## src/rtl/bb_slave_port.sv

```systemverilog
// Bit-serial bus slave: address/write data arrive serially on wr_bus, read data leave on rd_bus.
// Decodes a 16-bit address and bridges single-byte reads and writes onto a local memory port.
module bb_slave_port #(
    parameter logic [3:0] DEVICE_ID   = 4'h1,
    parameter int         SPLIT_DELAY = 4
) (
    input  logic        clk,
    input  logic        rstn,
    input  logic        mode,
    input  logic        wr_bus,
    input  logic        master_valid,
    output logic        slave_ready,
    output logic        ack,
    output logic        rd_bus,
    output logic        slave_valid,
    input  logic        master_ready,
    output logic        split,
    output logic [11:0] mem_addr,
    output logic [7:0]  mem_wdata,
    output logic        mem_wen,
    output logic        mem_ren,
    input  logic [7:0]  mem_rdata,
    input  logic        mem_rvalid,
    output logic [2:0]  dbg_state
);

    // Handshake: a bit moves on a rising edge only when its valid and the
    // opposite ready are both high; either side may hold its flag low to stall.

    localparam int WW = (SPLIT_DELAY < 1) ? 1 : $clog2(SPLIT_DELAY + 1);
    localparam logic [WW-1:0] SPLIT_MAX = WW'(SPLIT_DELAY);

    typedef enum logic [2:0] {
        IDLE    = 3'd0,
        ADDR    = 3'd1,
        IGNORE  = 3'd2,
        WDATA   = 3'd3,
        MEM_WR  = 3'd4,
        RD_REQ  = 3'd5,
        RD_WAIT = 3'd6,
        RD_DATA = 3'd7
    } state_t;

    state_t          state;
    state_t          next_state;
    logic [15:0]     addr;
    logic            mode_q;
    logic [3:0]      count;
    logic            id_match;
    logic [7:0]      wdata;
    logic [7:0]      rdata;
    logic [WW-1:0]   wait_cnt;
    logic            xfer;
    logic            rd_xfer;
    logic [3:0]      addr_idx;

    assign xfer      = master_valid & slave_ready;
    assign rd_xfer   = master_ready & slave_valid;
    assign addr_idx  = 4'd15 - count;
    assign mem_addr  = addr[11:0];
    assign mem_wdata = wdata;
    assign dbg_state = state;

    // ------------------------------------------------------------------
    // State register
    // ------------------------------------------------------------------
    always_ff @(posedge clk or negedge rstn) begin
        if (!rstn) begin
            state <= IDLE;
        end else begin
            state <= next_state;
        end
    end

    // ------------------------------------------------------------------
    // Next-state logic
    // ------------------------------------------------------------------
    always_comb begin
        next_state = state;
        case (state)
            IDLE: begin
                if (xfer) next_state = ADDR;
            end
            ADDR: begin
                if (xfer) begin
                    if (count == 4'd5 && !id_match) begin
                        next_state = IGNORE;
                    end else if (count == 4'd15) begin
                        next_state = mode_q ? WDATA : RD_REQ;
                    end
                end
            end
            // Stay deaf until the master ends its burst for someone else
            IGNORE: begin
                if (!master_valid) next_state = IDLE;
            end
            WDATA: begin
                if (xfer && count == 4'd7) next_state = MEM_WR;
            end
            MEM_WR:  next_state = IDLE;
            RD_REQ:  next_state = RD_WAIT;
            RD_WAIT: begin
                if (mem_rvalid) next_state = RD_DATA;
            end
            RD_DATA: begin
                if (rd_xfer && count == 4'd7) next_state = IDLE;
            end
            default: next_state = IDLE;
        endcase
    end

    // ------------------------------------------------------------------
    // Output logic
    // ------------------------------------------------------------------
    always_comb begin
        slave_ready = 1'b0;
        ack         = 1'b0;
        slave_valid = 1'b0;
        rd_bus      = 1'b0;
        split       = 1'b0;
        mem_wen     = 1'b0;
        mem_ren     = 1'b0;
        case (state)
            IDLE, IGNORE, WDATA: slave_ready = 1'b1;
            ADDR: begin
                slave_ready = 1'b1;
                ack         = id_match & (count == 4'd4 || count == 4'd5);
            end
            MEM_WR: mem_wen = 1'b1;
            RD_REQ: mem_ren = 1'b1;
            // Data arriving on the cycle the wait limit is reached wins over split
            RD_WAIT: split = (wait_cnt >= SPLIT_MAX) & ~mem_rvalid;
            RD_DATA: begin
                slave_valid = 1'b1;
                rd_bus      = rdata[3'd7 - count[2:0]];
            end
            default: ;
        endcase
    end

    // ------------------------------------------------------------------
    // Datapath registers
    // ------------------------------------------------------------------
    always_ff @(posedge clk or negedge rstn) begin
        if (!rstn) begin
            addr     <= '0;
            mode_q   <= 1'b0;
            count    <= '0;
            id_match <= 1'b0;
            wdata    <= '0;
            rdata    <= '0;
            wait_cnt <= '0;
        end else begin
            case (state)
                IDLE: begin
                    if (xfer) begin
                        addr[15] <= wr_bus;
                        mode_q   <= mode;
                        count    <= 4'd1;
                    end
                end
                ADDR: begin
                    if (xfer) begin
                        addr[addr_idx] <= wr_bus;
                        // Device field completes with this bit; check it now
                        if (count == 4'd3) begin
                            id_match <= ({addr[15:13], wr_bus} == DEVICE_ID);
                        end
                        count <= count + 4'd1;
                    end
                end
                IGNORE: count <= '0;
                WDATA: begin
                    if (xfer) begin
                        wdata <= {wdata[6:0], wr_bus};
                        count <= (count == 4'd7) ? 4'd0 : count + 4'd1;
                    end
                end
                RD_REQ: wait_cnt <= '0;
                RD_WAIT: begin
                    if (mem_rvalid) begin
                        rdata <= mem_rdata;
                        count <= '0;
                    end else if (wait_cnt != SPLIT_MAX) begin
                        wait_cnt <= wait_cnt + WW'(1);
                    end
                end
                RD_DATA: begin
                    if (rd_xfer) begin
                        count <= (count == 4'd7) ? 4'd0 : count + 4'd1;
                    end
                end
                default: ;
            endcase
        end
    end

    a_strobes_exclusive: assert property (@(posedge clk) disable iff (!rstn)
        !(mem_wen && mem_ren));
    a_wen_single: assert property (@(posedge clk) disable iff (!rstn)
        mem_wen |=> !mem_wen);

endmodule

```

## config.mk

```make
export PLATFORM = sky130hd
export DESIGN_NAME = bb_slave_port
export DESIGN_NICKNAME = d
export VERILOG_FILES = /design/src/rtl/bb_slave_port.sv
export SDC_FILE = /design/constraint.sdc
export NUM_CORES = 1
export LEC_CHECK = 0
export ABC_CLOCK_PERIOD_IN_PS = 2350
export CORE_MARGIN = 2
export CORE_UTILIZATION = 51
export DETAILED_ROUTE_END_ITERATION = 6
export GPL_ROUTABILITY_DRIVEN = 1
export GPL_TIMING_DRIVEN = 0
export PLACE_DENSITY = 0.79
export REMOVE_ABC_BUFFERS = 1
export SLEW_MARGIN = 20
export SYNTH_ARGS = -nofsm -noshare
export SYNTH_HDL_FRONTEND = slang
export SYNTH_SLANG_ARGS = --single-unit
```

## constraint.sdc

```tcl
create_clock -name clk -period 2.35 [get_ports clk]
set_input_delay 0.3525 -clock clk [delete_from_list [all_inputs] [get_ports clk]]
set_output_delay 0.3525 -clock clk [all_outputs]
set_load 0.1 [all_outputs]
```

# Word level (Yosys, flattened, before mapping)
# Cells that the tools add are included.
[word_totals]
regBits = 44
wordCells = 102
[classes]
n_addsub = 4
order_cmp = 4
eq_ne = 25
n_mux = 35
n_bitwise = 5
reduce_logical = 20
[ops]
columns = ["cell", "count"]
rows = [
  ["$mux W3", 11],
  ["$mux W4", 6],
  ["$pmux W3 S8", 1],
  ["$pmux W4 S6", 1],
  ["$ne A2 B2 Y1 const B", 10],
  ["$bwmux W16", 1],
  ["$mux W16", 1],
  ["$eq A3 B3 Y1 const B", 4],
  ["$eq A4 B3 Y1 const B", 3],
  ["$mux W1", 10],
  ["$reduce_and A3 Y1", 3],
  ["$reduce_and A2 Y1", 4],
  ["$reduce_and A7 Y1", 1],
  ["$eq A3 B2 Y1 const B", 2],
  ["$ne A3 B3 Y1 const B", 2],
  ["$pmux W3 S2", 1],
  ["$reduce_and A6 Y1", 1],
  ["$reduce_bool A6 Y1", 1],
  ["$lt A4 B5 Y1 const B", 1],
  ["$add A4 B1 Y4 const B", 1],
  ["$and A1 B1 Y1", 4],
  ["$demux W1 S4", 1],
  ["$eq A4 B1 Y1 const B", 1],
  ["$eq A4 B2 Y1 const B", 1],
  ["other kinds (17)", 21],
]

# Depth between registers and ports, before layout
# Gate-level depths: netlist (run 1).
[depth]
ltp_word = 8
mapped_depth = 7

# Worst setup path after synthesis (run 1)
# OpenSTA, ideal clock, no wires.
[synth_timing]
path_kind = "register -> output"
start = "reg state[2], in the netlist dbg_state[2]"
end = "out mem_wen"
arrival_time_ns = 3.929
required_ns = 1.997
slack_ns = -1.932
stages_incl_launch_ff = 3
path_cell_list = "dfrtp_1 inv_1 nor3_1"
[synth_via]
elab_chain_cells = 2
[synth_lines]
columns = ["item", "line", "source"]
rows = [
  ["from (decl)", "44", "state_t state;"],
  ["from (signal assigned)", "71", "state <= next_state;"],
  ["$eq A3 B3 Y1", "123", "case (state)"],
  ["$mux W1", "123", ""],
  ["to (decl)", "20", "output logic mem_wen,"],
]
# Every way passes these cells.

# Worst setup path after layout (run 1)
# Same ends and word-level chain as after synthesis.

==> results of run 1 <==
[logic make-up after synthesis]
family / synth area share, %
buffers and inverters: 6.81
muxes: 18.1
adders and majority gates: 3.27
xor gates and xnor gates: 0.381
DFF: 46.8
and+or+nand+nor: 14.5
AOI/OAI and AO/OA: 10.0
[cell usage after synthesis (2+ instances only)]
library cell	n
dfrtp_1	43
mux2_2	33
nand2_1	27
buf_4	13
nand3_1	11
nor2_1	11
a21oi_1	8
inv_1	8
ha_1	6
o21ai_0	6
clkbuf_1	5
and2_1	4
nor3_1	4
a22o_1	3
nand2b_1	3
nor2b_1	3
a311oi_1	2
and3_1	2
buf_2	2
mux4_2	2
[per-stage QoR]
| stage | area [sq um] | power [uW] |
|---|---|---|
| after floorplan | 2170 | 2540 |
| after global placement | 2680 | 2940 |
| after detailed placement | 2690 | 2980 |
| after CTS | 2830 | 3650 |
| after global routing | 2820 | 3810 |
| final | 2820 | 3620 |
[final cells by class]
type	count	area, sq um	share of cell area (%)
flip-flops and latches	43	1080	38.3
clock buffers	6	72.6	2.57
clock inverters	2	60.1	2.13
well taps	52	65.1	2.31
repair buffers	46	447	15.8
inverters	8	30.0	1.07
multi-input cells	143	1060	37.8
[what timing repair did]
item	CTS	global route
resized for setup	30	6
hold endpoints to repair	12	0
setup endpoints to repair	10	5
hold buffers	1	0
[worst paths after layout]
kind / from / to / cells after the start
setup / recovery: dbg_state[2] / mem_wen / 3
hold / removal: rstn / wait_cnt[2] / 2
setup reg to reg: dbg_state[1] / dbg_state[0] / 5
hold reg to reg: addr[2] / addr[2] / 1
max in group asynchronous: rstn / addr[1] / 3
min in group clk: addr[2] / addr[2] / 1
[where the power goes]
part           switching [uW]  internal (uW)  total, uW
registers                 261            943       1200
logic                    1200            550       1750
clock network             246            425        670
[metal layers]
layer  vias to the layer above  global-route usage [%]
met5                         -                       0
met4                         0                    4.61
met3                         7                    5.13
met2                        26                    30.4
met1                       820                    23.5
li1                        808                       -
[sequential cells by signal, summed over array words and instances (netlist names)]
register   cells
addr          15
count          4
dbg_state      3
id_match       1
mem_wdata      8
mode_q         1
rdata          8
wait_cnt       3
==> impl_metrics.yaml, run 1 <==
timing:
  relSlewSlack_pct: 34.6
  hold_violations: 0
  rsz0062_at_grt: "false"
  fin_crit_ps: 2250
  fin_ws_ps: 101
  period_share_pct: 95.7
  timing.hold.ws_ps: 487
  final.setup.tns_ps: 0
  max_freq_mhz: 445
  setup-violations-final: 0
  skew_ps: 6.33
  maxSlewViolCount: 0
  worstMarginPinSlew_ps: 978
drt:
  routed_wl_um: 4300
  wl_met1_um: 1970
  vias_per_cell: 5.54
  drtIter0Drc: 107
  dr_wl_met2_um: 2150
  dr.pass1.iters: 4
  met3WireLength_um: 138
  vias: 1661
  wire_per_inst_um: 14.3
  drc: 0
  ant_nets: 0
  top_layer: "met4"
worst_setup_path:
  endpoint_kind: "output port"
  required_ps: 2000
  crit_path_max_incr_delay_ps: 630
  path_cells: "inv_1, nor3_1, clkdlybuf4s18_2"
  r2r_slack_ps: 430
  crit_slowest_cell: "dfrtp_1"
  startpoint_type: "flip-flop"
  critPathTopFamily: "buffers and inverters"
  path_buf_inv: 2
  critical_path_class: "flip-flop to output port"
  path_max_fanout: 16
  worstPathArrival_ps: 1900
logic_synthesis:
  ys.flop_type: "dfrtp_1"
  syn_area_sq_um: 2300
  async_flop_share_pct: 100
  synth_warnings: 0
  ys_ff_latch: 43
  yosysSeqAreaShare_pct: 46.8
  syn_area_per_cell_sq_um: 10.7
  synth_edf_count: 0
  synth_cells: 214
  synth_top_cell_by_area: "dfrtp_1"
  yosys-top-cells-area: "dfrtp_1 47%, mux2_2 16%, nand2_1 4.4%, buf_4 4.2%, ha_1 3.3%"
  yosysTopAreaCellShare_pct: 46.8
  synth.distinct_cells: 38
clock_network:
  root_buffer: "clkbuf_8"
  clkTransAtPathRegs_ps: 80
  cts_buffer_depth: 2
  cts_setup_buffers: 0
  h-tree-depth: 2
  clock_latency_ps: 290
  cts_tree: "built"
  numCtsBuffers: 5
  clkSinkCount: 43
place:
  dpl.cell_count: 291
  hpwl_um: 3050
  io_buffers: 44
  dp_slack_ps: -458
  globalplace.congestion: 0.870
global_routing:
  antenna_found_initial: 0
  grt_pass1_vias: 1558
  grt_max_degree: 32
  grt_usage_pct: 18.2
  grt_pass1_wl_um: 7280
  gr-total-overflow: 0
cells_and_area:
  fin_util_pct: 64.7
  layout_commonest_cell: "dfrtp_1"
  layout-drive-gt1-share_pct: 23.4
  mostFrequentLayoutCells: "40 x dfrtp_1, 33 x mux2_2, 33 x clkdlybuf4s50_1, 27 x nand2_1"
  area_growth_pct: 22.7
  fin_cells: 300
  n_fill_cell: 341
  antennaDiodeCount: 0
  nNetsFinal: 268
die:
  initial_core_util_pct: 52.8
  rows: 24
  die-height_um: 71.1
  io_pins: 45
  dieArea_sq_um: 5060
  die_x_um: 71.1
  fp.coreArea_sq_um: 4350
status:
  run_status: "complete, no violations"
worst_hold_path:
  hold_path.class: "input port to asynchronous set/reset pin"
job:
  maxCapViolCount: 0
power:
  ir_drop_v: 0.000657
  powerDensity_nw_per_um2: 1280
  p_leak_uw: 0.00128
No activity file was read; power rests on OpenSTA's default activity.
==> run 2, diff against run 1 <==
- CORE_MARGIN: 2 -> unset
==> impl_metrics.yaml, run 2 (synthesized netlist as in run 1, its figures left out) <==
status:
  run_status: "complete, no violations"
job:
  maxCapViolCount: 0
global_routing:
  grt_pass1_vias: 1565
  gr-total-overflow: 0
  antenna_found_initial: 0
  grt_max_degree: 29
  grt_pass1_wl_um: 7160
  grt_usage_pct: 18.6
power:
  power_frac_seq_pct: 33.4
  total_power_uw: 3610
  p_sw_uw: 1700
  ir_drop_v: 0.000711
  p_leak_uw: 0.00128
  p_clk_share_pct: 18.6
  p_sw_share_pct: 47.1
  p_int_uw: 1910
  comb_power_share_pct: 48.0
  powerDensity_nw_per_um2: 1290
drt:
  vias_per_cell: 5.53
  dr.pass1.iters: 4
  drc: 0
  ant_nets: 0
  routed_wl_um: 4210
  drtIter0Drc: 101
  vias: 1660
  wire_per_inst_um: 14.0
cells_and_area:
  largest_reg_flops: 15
  antennaDiodeCount: 0
  area_growth_pct: 22.4
  largest_register: "addr"
  nNetsFinal: 268
  layout_commonest_cell: "dfrtp_1"
  layout-drive-gt1-share_pct: 23.4
  mostFrequentLayoutCells: "40 x dfrtp_1, 33 x mux2_2, 33 x clkdlybuf4s50_1, 27 x nand2_1"
worst_setup_path:
  critical_path_class: "flip-flop to output port"
  startpoint_type: "flip-flop"
  cp_common_cell: "nand2b_1"
  crit_slowest_cell: "dfrtp_2"
  crit_path_max_incr_delay_ps: 550
  required_ps: 2000
  path_max_fanout: 22
  endpoint_kind: "output port"
  worstPathArrival_ps: 1900
  path_cells: "nand2b_1, nand2b_1, nor2_1, buf_2"
timing:
  worstMarginPinSlew_ps: 978
  maxSlewViolCount: 0
  setup-violations-final: 0
  skew_ps: 8.08
  relSlewSlack_pct: 34.6
  max_freq_mhz: 443
  rsz0062_at_grt: "false"
  hold_violations: 0
  period_share_pct: 96.0
  timing.hold.ws_ps: 507
  fin_ws_ps: 94.8
  fin_crit_ps: 2260
clock_network:
  clock_latency_ps: 290
  numCtsBuffers: 5
  clkTransAtPathRegs_ps: 80
  h-tree-depth: 2
  clkSinkCount: 43
  root_buffer: "clkbuf_8"
  cts_tree: "built"
  cts_buffer_depth: 2
die:
  fp.coreArea_sq_um: 4350
  io_pins: 45
  rows: 24
  initial_core_util_pct: 52.8
  die_x_um: 69.1
  dieArea_sq_um: 4780
  die-height_um: 69.1
place:
  dp_slack_ps: -466
  globalplace.congestion: 0.827
  hpwl_um: 3000
  io_buffers: 44
worst_hold_path:
  hold_path.class: "input port to asynchronous set/reset pin"
==> run 2: changes by cell type in the layout (fill, tap and decap cells not counted), sizes merged <==
| cell | previous run | this run |
|---|---|---|
| buf | 4 | 6 |
| clkbuf | 8 | 7 |
| clkdlybuf4s18 | 1 | 0 |
==> run 2: timing repair <==
action | 4_1_cts | 5_1_grt
hold buffers | 1 | 0
pin swaps | 0 | 0
endpoints found under the setup margin | 10 | 5
resized for setup | 30 | 6
buffers inserted | 0 | 0
gates cloned | 0 | 0
endpoints found under the hold margin | 15 | 0
==> run 2: critical path, delay by kind of cell (launching register included) <==
| kind | cells | cell delay [ps] |
|---|---|---|
| buf+inv | 1 | 440 |
| flops | 1 | 550 |
| simple gates | 3 | 610 |
==> run 2: worst paths after layout <==
| path | startpoint | cells past startpoint | slack (ps) | to |
|---|---|---|---|---|
| max | dbg_state[1] | 4 | 90 | ack |
| min | rstn | 2 | 510 | addr[11] |
| max reg2reg | dbg_state[1] | 5 | 460 | dbg_state[0] |
| min reg2reg | addr[0] | 1 | 510 | addr[0] |
| max in group asynchronous | rstn | 3 | 1360 | count[1] |
| min in group clk | addr[0] | 1 | 510 | addr[0] |
==> run 2: metrics by stage <==
step                util, %  setup TNS (ps)  area, sq um  std cells
floorplan                 -           -9690         2170        194
global placement       61.5           -9080         2680        290
global route           64.6               0         2810        300
CTS                    64.9               0         2830        300
finish                 64.6               0         2810        300
detailed placement     61.8           -1890         2690        291
==> run 2: layout make-up <==
cell class | instances | area (sq um)
Clock buffer | 6 | 72.6
Clock inverter | 2 | 60.1
Fill cell | 359 | 1540
Inverter | 8 | 30.0
Multi-Input combinational cell | 143 | 1060
Sequential cell | 43 | 1080
Tap cell | 52 | 65.1
Timing Repair Buffer | 46 | 439
==> run 2: metal layers <==
metal / up-vias / track usage [%] / wire length, um
li1: 805 / - / -
met5: - / 0 / 0
met2: 43 / 30.2 / 2020
met1: 808 / 25.1 / 1990
met4: 0 / 4.54 / 41
met3: 4 / 4.53 / 156
==> run 2: power by group through the flow <==
stage	clock [uW]	combinational (uW)	sequential (uW)
after floorplan	0	785	1760
after global placement	0	1740	1200
after detailed placement	0	1760	1220
after CTS	684	1750	1200
after global routing	719	1850	1250
final	673	1730	1210
==> patch 1: new RTL, flow settings as in run 1 <==
Change the parameter `SPLIT_DELAY` from 4 to 2.
--- a/src/rtl/bb_slave_port.sv
+++ b/src/rtl/bb_slave_port.sv
@@ -2,7 +2,7 @@
 // Decodes a 16-bit address and bridges single-byte reads and writes onto a local memory port.
 module bb_slave_port #(
     parameter logic [3:0] DEVICE_ID   = 4'h1,
-    parameter int         SPLIT_DELAY = 4
+    parameter int         SPLIT_DELAY = 2
 ) (
     input  logic        clk,
     input  logic        rstn,
Check against the original RTL: no difference found for any inputs over 10 cycles, from zero or initial values and one cycle with rstn low; that may be too few to reach the edited logic, so the function may still have changed.
==> patch 1 against run 1 <==
- critical path depth is the same
- final area down 2.5%
- sequential cell count down 1
- worst setup slack gained 20 ps
- total power is 4.1% higher
- die area decreased by 0.67%
- wire length increased by 0.58%
- area after synthesis shrank 0.71%
- via count down 2.3%
- global-route usage grew 0.30 points
==> patch 1: results (changes against run 1) <==
fin nets 258 (-3.7%); FFs & Latches 42 (-2.3%); Setup WS pre-CTS -467 ps (-9.29 ps); Placer Congestion 0.813 (-6.5%); WL met3 161 um (+17%); wl on met1 1980 um (+0.97%); CP arrival 1880 ps (-20 ps); Layout Cells excl Fill 291 (-3.0%); leakage 1.24 nW (-2.8%); routed wl met2 2100 um (-2.4%); Post-DP Area 2660 um2 (-1.3%); met2 global-route usage 29.2% (-1.2 points); Initial DRC Count 131 (+22%); vias in the first global route 1545 (-0.83%); Synth cell types 40 (+5.3%); CLK BUF 5 (-1); routed len/inst 14.9 um (+3.7%); Top reg by flops addr; R2R depth 6 (+1); Logic pwr share 54.6% (+6.4 points); Syn Inst Count 205 (-4.2%); largest net degree at the start of global routing 31 (-3.1%); GR Util met1 25.4% (+1.9 points); Signal inverters 6 (-2); first-pass GRT wire length 7260 um (-0.29%); cts repair resizes 31 (+3.3%); fraction of area in registers 38.4% (+0.11 points); Seq/Total Area, Yosys 46.1% (-0.76 points); Worst-Margin Slew 971 ps (-7.32 ps); Max VDD drop 0.946 mV (+44%); DP HPWL 3220 um (+5.7%); clock network share of area 3.28% (-1.4 points); area delta synth->final 20.5%; Crit Path Max Fanout 23 (+7); count of multi-input gates 137 (-4.2%); clock skew 4.15 ps (-2.18 ps); ant diodes 0 (unchanged); top post-synthesis cells by area dfrtp_1 46%, mux2_2 16%, buf_4 5.3%, nand2_1 3.1%, ha_1 2.7%; buffers added on ports 44 (unchanged); vias per cell 5.57 (+0.67%); outcome finished clean; most instantiated cells after synthesis 42 x dfrtp_1, 33 x mux2_2, 19 x nand2_1, 16 x buf_4, 12 x nand3_1; reg2reg start count[1]; share of layout cells above drive strength 1 23.8% (+0.46 points); GRT met3 Usage 4.27% (-0.85 points); dpl cells 282 (-3.1%); core footprint 4320 um2 (-0.69%); All-Layer GR Usage 18.5% (+0.30 points); multi-input logic area 1060 um2 (-0.12%); Seq. pwr 1.25 mW (+4%)
[patch 1: cell types whose count changed after synthesis, moves of 5 or more]
cell / delta
o211ai_1: +5
nand2_1: -8
nor2_1: -6
a21oi_1: -5
[patch 1: kinds of logic (layout without fill, tap and decap cells)]
group | after synthesis | count (layout) | synth area share, %
compound gates | 29 | 29 | 8.83
simple gates | 64 | 64 | 15.1
mux | 38 | 38 | 19.6
buf+inv | 26 | 60 | 7.30
xor+xnor | 1 | 1 | 0.384
flops | 42 | 42 | 46.1
fa+ha+maj | 5 | 5 | 2.74
[patch 1: worst max path at each step]
stage	from	end	slack, ps
2_1_floorplan	dbg_state[2]	mem_wen	-2190
3_3_place_gp	dbg_state[0]	ack	-480
3_5_place_dp	dbg_state[0]	ack	-470
4_1_cts	dbg_state[1]	split	4
5_1_grt	dbg_state[0]	mem_ren	10
6_report	dbg_state[0]	split	120
[patch 1: worst max-delay path: stages (launching register included)]
cell	delay (ps)
dfrtp_2	550
and2b_1	310
o211a_1	170
clkdlybuf4s15_2	550
==> patch 2: new RTL, flow settings as in run 1 <==
Without the edit above. Compare `count` against `4'd7` with >= in place of ==.
--- a/src/rtl/bb_slave_port.sv
+++ b/src/rtl/bb_slave_port.sv
@@ -173,7 +173,7 @@
                 WDATA: begin
                     if (xfer) begin
                         wdata <= {wdata[6:0], wr_bus};
-                        count <= (count == 4'd7) ? 4'd0 : count + 4'd1;
+                        count <= (count >= 4'd7) ? 4'd0 : count + 4'd1;
                     end
                 end
                 RD_REQ: wait_cnt <= '0;
Formal check against the unedited RTL: no difference found for any inputs over 10 cycles, from zero or initial values and one cycle with rstn low; that may be too few to reach the edited logic, so the function may still have changed.
==> patch 2 against run 1 <==
- worst setup slack improved by 33 ps
- sequential cell count did not move
- final area rose by 6.5%
- area after synthesis rose by 11%
- wire length rose by 5.1%
- via count rose by 1.4%
- critical path type unchanged
- critical endpoint is now dbg_state[0]
- largest cell class is now multi-input combinational cells
Power is not shown: default switching activity piles up to over one toggle a cycle in this logic, so the estimate is an artifact.
==> patch 2: results (changes against run 1) <==
outcome finished clean; H-tree depth 2 (unchanged); Crit path largest cell delay 910 ps (+280 ps); most instantiated cells after synthesis 43 x dfrtp_1, 21 x nand2_1, 20 x mux2_2, 14 x buf_4, 14 x nor2_1; first-pass GRT wire length 7690 um (+5.7%); Critical-path top delay cell dlygate4sd2_1; FILL cells 417 (+22%); via count 1685 (+1.4%); routed wl met2 2120 um (-1.3%); Synth cell types 54 (+42%); WL final 4520 um (+5.1%); All-Layer GR Usage 18.1% (-0.13 points); Seq/Total Area, Yosys 42.3% (-4.6 points); max FFs per register 15 (unchanged); clock-pin slew on the worst setup and hold paths 80 ps (about the same); ant diodes 0 (unchanged); share of layout cells above drive strength 1 29.6% (+6.3 points); clock root buffer clkbuf_8; reg2reg start dbg_state[0]; top post-synthesis cells by area dfrtp_1 42%, mux2_2 8.8%, mux2_4 7.7%, buf_4 4.1%, nand2_1 3.1%; 1st-pass router iterations 4 (unchanged); async set-reset flop share out of synthesis 100% (unchanged); Clk Latency, worst-skew pair 300 ps; vias in the first global route 1603 (+2.9%); clock skew 8.42 ps (+2.09 ps); reg2reg end count[0]; WL met3 183 um (+33%); Placer Congestion 0.855 (-1.7%); Top reg by flops addr; Hold WC Path Type input port to async pin; cell family with most CP delay buffers and inverters; R2R depth 4 (-1); DP HPWL 3290 um (+8.0%); fin nets 273 (+1.9%); Yosys warning total 0 (unchanged); total CTS buffers 5 (unchanged); CP arrival 1860 ps (-40 ps); Worst-Margin Slew 985 ps (+7.23 ps); ys flop type dfrtp_1; Initial DRC Count 130 (+21%); Crit Path Max Fanout 23 (+7); initial antenna violation count 0 (unchanged); buffers added on ports 44 (unchanged); largest net degree at the start of global routing 24 (-25%); CTS Buffer Depth 2 (unchanged); flop2flop setup slack 540 ps (+110 ps); max layer used met4; wl on met1 2150 um (+9.2%)
## patch 2: changes by cell type after synthesis, sizes merged, moves of 4 or more
cell   change
buf        +6
nand2      -6
a21oi      -4
nor2       +4
## patch 2: kinds of logic (layout without fill, tap and decap cells)
kind of cell             count (synthesis)  in the layout  share of synthesized area (%)
adder cells (fa/ha/maj)                  6              6                           2.95
XOR/XNOR                                 1              1                          0.344
AO/OA/AOI/OAI                           30             30                           9.24
buffers and inverters                   32             62                           8.16
AND/OR/NAND/NOR                         72             72                           17.2
multiplexers                            39             39                           19.9
flip-flops                              43             43                           42.3
## patch 2: metal layers
metal	global-route usage, %	vias to the layer above
met2	28.6	45
met5	0	-
met1	24.9	809
li1	-	825
met4	6.55	0
met3	3.48	6
## patch 2: worst max path at each step
stage | end | depth (start not counted) | startpoint | slack (ps)
2_1_floorplan | rd_bus | 2 | dbg_state[1] | -1680
3_3_place_gp | split | 4 | dbg_state[1] | -590
3_5_place_dp | split | 4 | dbg_state[1] | -610
4_1_cts | split | 4 | dbg_state[0] | 40
5_1_grt | ack | 4 | count[3] | 50
6_report | dbg_state[0] | 1 | dbg_state[0] | 130
## patch 2: what timing repair did
action / 4_1_cts / 5_1_grt
gates cloned: 0 / 0
gates resized for setup: 33 / 4
setup endpoints to repair: 10 / 3
setup buffers: 0 / 0
## patch 2: area by class of cell
type | count | area share (%)
timing repair buffer | 45 | 15.0
clock buffer | 6 | 2.42
multi-input combinational | 148 | 42.1
sequential | 43 | 36.1
clock inverter | 2 | 0.417
tap | 67 | 2.79
inverter | 9 | 1.13
## patch 2: stage by stage
stage          hold WS [ps]  setup WS (ps)  std cells  instance area (um2)
6_report               32.2            134        320                 3000
2_1_floorplan          56.9          -1680        200                 2370
4_1_cts                48.2           40.4        320                 2990
3_3_place_gp            479           -591        311                 2900
3_5_place_dp            378           -611        312                 2920
5_1_grt                67.7           52.6        320                 3000
